File: config.mk
export PLATFORM = sky130hd
export DESIGN_NAME = div_eight
export DESIGN_NICKNAME = d
export VERILOG_FILES = /design/src/rtl/div_eight_pkg.sv /design/src/rtl/div_eight_sub.sv /design/src/rtl/div_eight.sv
export SDC_FILE = /design/constraint.sdc
export NUM_CORES = 1
export LEC_CHECK = 0
export ABC_AREA = 1
export CAP_MARGIN = 20
export CORE_MARGIN = 2
export CORE_UTILIZATION = 45
export CTS_CLUSTER_SIZE = 8
export DETAILED_ROUTE_END_ITERATION = 10
export GPL_TIMING_DRIVEN = 0
export PLACE_DENSITY_LB_ADDON = 0.3
export SLEW_MARGIN = 20
export SYNTH_ARGS = -nofsm -noshare
export SYNTH_HDL_FRONTEND = slang
export SYNTH_SLANG_ARGS = --single-unit
File: constraint.sdc
create_clock -name clk -period 5.8 [get_ports clk]
set_input_delay 1.16 -clock clk [delete_from_list [all_inputs] [get_ports clk]]
set_output_delay 1.16 -clock clk [all_outputs]
set_load 0.02 [all_outputs]
File: src/rtl/div_eight_pkg.sv
// Shared ALU definitions for the sequential divider: data width, FSM states
// and the fixed quotient reported for a divide by zero.
package div_eight_pkg;

  localparam int unsigned DATA_W = 8;

  typedef enum logic [1:0] {
    DIV_IDLE = 2'd0,
    DIV_RUN  = 2'd1,
    DIV_DONE = 2'd2
  } div_state_e;

  localparam logic [DATA_W-1:0] DIV0_QUOT = 8'hFF;

endpackage

File: src/rtl/div_eight_sub.sv
// 8-bit ripple subtractor: half-subtractor on the LSB, full-subtractor chain
// above it. With en_i low the minuend passes through with no borrow.
module div_eight_sub
  import div_eight_pkg::*;
(
  input  logic              en_i,
  input  logic [DATA_W-1:0] a_i,
  input  logic [DATA_W-1:0] b_i,
  output logic [DATA_W-1:0] diff_o,
  output logic              borrow_o
);

  logic [DATA_W-1:0] d;
  logic [DATA_W:0]   bw;

  always_comb begin
    d     = '0;
    bw    = '0;
    d[0]  = a_i[0] ^ b_i[0];
    bw[1] = ~a_i[0] & b_i[0];
    for (int unsigned i = 1; i < DATA_W; i++) begin
      d[i]    = a_i[i] ^ b_i[i] ^ bw[i];
      bw[i+1] = (~a_i[i] & b_i[i]) | (~(a_i[i] ^ b_i[i]) & bw[i]);
    end
  end

  assign diff_o   = en_i ? d : a_i;
  assign borrow_o = en_i & bw[DATA_W];

endmodule

File: src/rtl/div_eight.sv
// Sequential 8-bit unsigned restoring divider: one trial subtraction per
// clock through the ripple subtractor, 8 iterations, registered results.
module div_eight
  import div_eight_pkg::*;
(
  input  logic              clk,
  input  logic              rst,
  input  logic              start,
  input  logic [DATA_W-1:0] dividend,
  input  logic [DATA_W-1:0] divisor,
  output logic              busy,
  output logic              done,
  output logic [DATA_W-1:0] quotient,
  output logic [DATA_W-1:0] remainder,
  output logic              divByZero
);

  div_state_e        state_q;
  logic [2:0]        cnt_q;
  logic [DATA_W-1:0] q_q, rem_q, dvs_q;
  logic [DATA_W-1:0] q_d, rem_d;
  logic              busy_q, done_q, dz_q;
  logic [DATA_W-1:0] quot_q, rmd_q;

  logic [DATA_W-1:0] part_lo;
  logic [DATA_W-1:0] diff;
  logic              borrow;
  logic              accept;

  // Partial value P = {rem, q[7]}; P[8] is rem_q[7], P[7:0] feeds the subtractor.
  assign part_lo = {rem_q[DATA_W-2:0], q_q[DATA_W-1]};

  div_eight_sub u_sub (
    .en_i     (1'b1),
    .a_i      (part_lo),
    .b_i      (dvs_q),
    .diff_o   (diff),
    .borrow_o (borrow)
  );

  always_comb begin
    accept = rem_q[DATA_W-1] | ~borrow;
    rem_d  = accept ? diff : part_lo;
    q_d    = {q_q[DATA_W-2:0], accept};
  end

  always_ff @(posedge clk or posedge rst) begin
    if (rst) begin
      state_q <= DIV_IDLE;
      cnt_q   <= '0;
      q_q     <= '0;
      rem_q   <= '0;
      dvs_q   <= '0;
      busy_q  <= 1'b0;
      done_q  <= 1'b0;
      quot_q  <= '0;
      rmd_q   <= '0;
      dz_q    <= 1'b0;
    end else begin
      case (state_q)
        DIV_IDLE: begin
          if (start) begin
            if (divisor == '0) begin
              quot_q  <= DIV0_QUOT;
              rmd_q   <= dividend;
              dz_q    <= 1'b1;
              done_q  <= 1'b1;
              state_q <= DIV_DONE;
            end else begin
              q_q     <= dividend;
              rem_q   <= '0;
              dvs_q   <= divisor;
              cnt_q   <= '0;
              busy_q  <= 1'b1;
              state_q <= DIV_RUN;
            end
          end
        end
        DIV_RUN: begin
          q_q   <= q_d;
          rem_q <= rem_d;
          cnt_q <= cnt_q + 3'd1;
          if (cnt_q == 3'd7) begin
            quot_q  <= q_d;
            rmd_q   <= rem_d;
            dz_q    <= 1'b0;
            busy_q  <= 1'b0;
            done_q  <= 1'b1;
            state_q <= DIV_DONE;
          end
        end
        DIV_DONE: begin
          done_q  <= 1'b0;
          state_q <= DIV_IDLE;
        end
        default: begin
          busy_q  <= 1'b0;
          done_q  <= 1'b0;
          state_q <= DIV_IDLE;
        end
      endcase
    end
  end

  assign busy      = busy_q;
  assign done      = done_q;
  assign quotient  = quot_q;
  assign remainder = rmd_q;
  assign divByZero = dz_q;

endmodule

==> results by group <==
Outcome
  • Status: complete, no violations

Global routing
  • Initial antenna violation count: 0
  • All-Layer GR Usage: 18.6%
  • First-pass GRT wire length: 8890 µm
  • Grt ovf: 0
  • Pin count of the biggest net entering global routing: 26
  • Vias in the first global route: 1923

Cells and area
  • Antenna Cells: 0
  • Nets: 369
  • Layout Area Growth over Synthesis: 23.5%
  • Sequential standard cell area: 0.00120 mm²
  • Fill cell count: 491
  • Layout Utilization: 58.5%
  • Layout cell share with drive strength beyond 1: 8.80%
  • Fin cells: 411
  • Multi-input gate area: 0.00110 mm²

Setup path
  • Crit path cell chain: inv_1 > ha_1 > fa_1 > fa_1 > fa_1 > fa_1 > fa_1 > fa_1 > fa_1 > nand2_1 > nor2_2 > nand2_1 > nand3_1 > nand3_1 > nand2_1
  • CP endpoint kind: register
  • R2r setup slk: 1.50 ns
  • Critical path class: register to register
  • Worst path slowest cell: fa_1
  • Most common cell on crit path: fa_1
  • Reg2reg end: remainder[7]
  • Worst path bufs/invs: 1
  • Arr. time, crit path: 4.50 ns
  • Crit start category: register
  • CP required: 6.00 ns
  • Critical path fanouts, max: 10
  • RR Startpoint: q_q[7]
  • Delay of the slowest critical-path stage: 0.40 ns
  • Worst r2r path cells: 15
  • Crit path max-delay family: adder cells

Route
  • Drt initial violations: 107
  • First-pass DRT Iterations: 4
  • Remaining DRCs: 0
  • Routed Wire Length: 5320 µm
  • DR WL/cell: 12.9 µm
  • Via/cell ratio: 5.07
  • Final ANT Viol Nets: 0
  • Via count: 2082

Die
  • Die Ht: 78.0 µm
  • Die area: 0.00608 mm²
  • Core Area: 0.00520 mm²
  • Die Wd: 78.0 µm
  • Initial Util: 47.3%
  • Ports: 38
  • Cell Rows: 26

Clocking
  • Clock sinks: 48
  • CTS Buf Count: 5
  • Clk Latency, worst-skew pair: 0.31 ns
  • Post-CTS Setup Bufs: 0
  • Max clock buf depth: 2
  • Post-CTS Resized: 0
  • CTS H-Tree Depth: 2
  • Root Driver: clkbuf_8
  • TritonCTS clock tree: yes
  • Hold-fix buffers, CTS: 0
  • Clock slew seen by the registers of the worst setup and hold paths: 0.09 ns

Timing
  • Clk_skew: 0.0120 ns
  • Final Hold Fails: 0
  • Final min period: 4.30 ns
  • Fin crit share: 74.1%
  • Max Transition Viols Final: 0
  • Actual transition at the worst max-transition pin: 0.519 ns
  • # setup viols final: 0
  • Max Fclk: 0.233 GHz
  • Total negative slack: 0 ns
  • Slew HR: 65.4%
  • WHS: 0.477 ns
  • RSZ-0062 raised after global routing: false

Placement
  • Post-DP HPWL: 4030 µm
  • I/O Buffers: 36
  • GP Congestion: 0.884
  • Placed insts: 403

Yosys
  • Area of the mapped netlist: 0.00246 mm²
  • Top cells by area, synth: dfrtp_1, nand2_1, nand3_1
  • Syn Nets: 325
  • Yosys top cell area share: 48.8%
  • Mapped Cells: 296
  • Avg Inst Size Synth: 8.32 µm²
  • YS warnings: 0
  • Synth area leader: dfrtp_1
  • Post-synthesis sequential area ratio: 48.8%
  • Seq cells post-synth: 48
  • Count of cell types in the netlist: 20

Min path
  • Min-delay src: q_q[0]
  • End of the worst hold path: q_q[0]
  • Worst Hold Class: register to register
  • Worst hold stages: 2

Power and ir drop
  • Final Power: 1.68 mW
  • Pleak: 1.48 nW
  • Power per Cell Area: 553 mW/mm²
  • Peak VDD IR: 0.282 mV

Run
  • Max cap viols: 0
-- flip-flops by register name (all words and copies together), names as in the netlist, 2 cells and up --
| name | flops |
|---|---|
| dvs_q | 8 |
| quotient | 8 |
| q_q | 8 |
| cnt_q | 3 |
| remainder | 8 |
| state_q | 2 |
| rem_q | 8 |
-- power breakdown --
group / leakage, nW / switching [mW] / internal (mW) / total (mW)
sequential: 0.549 / 0.0870 / 0.473 / 0.560
combinational: 0.879 / 0.525 / 0.352 / 0.878
clock: 0.0541 / 0.116 / 0.128 / 0.244
-- cell usage after synthesis (all sizes together) --
cell type	count
inv	26
nand3b	8
clkinv	1
nand2	106
buf	10
nor2	9
dfrtp	48
nand4	8
o21ai	8
a21oi	3
fa	7
nand3	59
ha	3
-- metrics by stage --
step           cell area [µm²]  worst slack, ns
6_report                  3040             1.50
5_1_grt                   3040             1.23
4_1_cts                   3040             1.48
3_5_place_dp              2930             1.50
3_3_place_gp              2910             1.54
2_1_floorplan             2460             1.89
-- worst max-delay path by stage --
stage | startpoint | endpoint | slack, ns | cells past startpoint
after floorplan | q_q[7] | remainder[0] | 1.89 | 15
after global placement | q_q[7] | remainder[7] | 1.54 | 15
after detailed placement | q_q[7] | remainder[7] | 1.50 | 15
after CTS | q_q[7] | remainder[7] | 1.48 | 15
after global routing | q_q[7] | remainder[1] | 1.23 | 15
final | q_q[7] | remainder[7] | 1.50 | 15
-- routing by layer --
layer / GRT usage [%] / wire length, µm
met1: 25.5 / 2600
met2: 30.4 / 2420
met3: 2.44 / 220
met4: 6.67 / 81
met5: 0 / 0
-- layout by cell type, fill, tap and decap left out, types with 5 or more instances in the layout --
master,n
inv_1,24
nand3_1,57
clkdlybuf4s50_1,36
fa_1,7
nand4_1,8
clkbuf_8,5
nor2_1,6
nand2_1,103
buf_2,7
dfrtp_1,48
o21ai_0,8
nand3b_1,8
-- worst register-to-register path, stage by stage (launching register included) --
cell and delay, ns:
dfrtp_1 0.38, inv_1 0.05, ha_1 0.21, fa_1 0.39, fa_1 0.39, fa_1 0.39
fa_1 0.40, fa_1 0.39, fa_1 0.39, fa_1 0.37, nand2_1 0.29, nor2_2 0.17
nand2_1 0.11, nand3_1 0.11, nand3_1 0.11, nand2_1 0.05
-- logic make-up after synthesis --
kind of cell	Yosys count	synth area share (%)
and+or+nand+nor	190	35.2
DFF	48	48.8
buffers and inverters	37	6.45
AOI/OAI and AO/OA	11	2.39
adders and majority gates	10	7.21
-- final cells by class --
cell class	instances	share of cell area (%)
inverters	27	3.33
well taps	70	2.88
repair buffers	37	12.5
flip-flops and latches	48	39.5
plain buffers	10	1.89
multi-input cells	211	36.3
clock buffers	5	2.26
clock inverters	3	1.40
No activity file was read; power rests on OpenSTA's default activity.
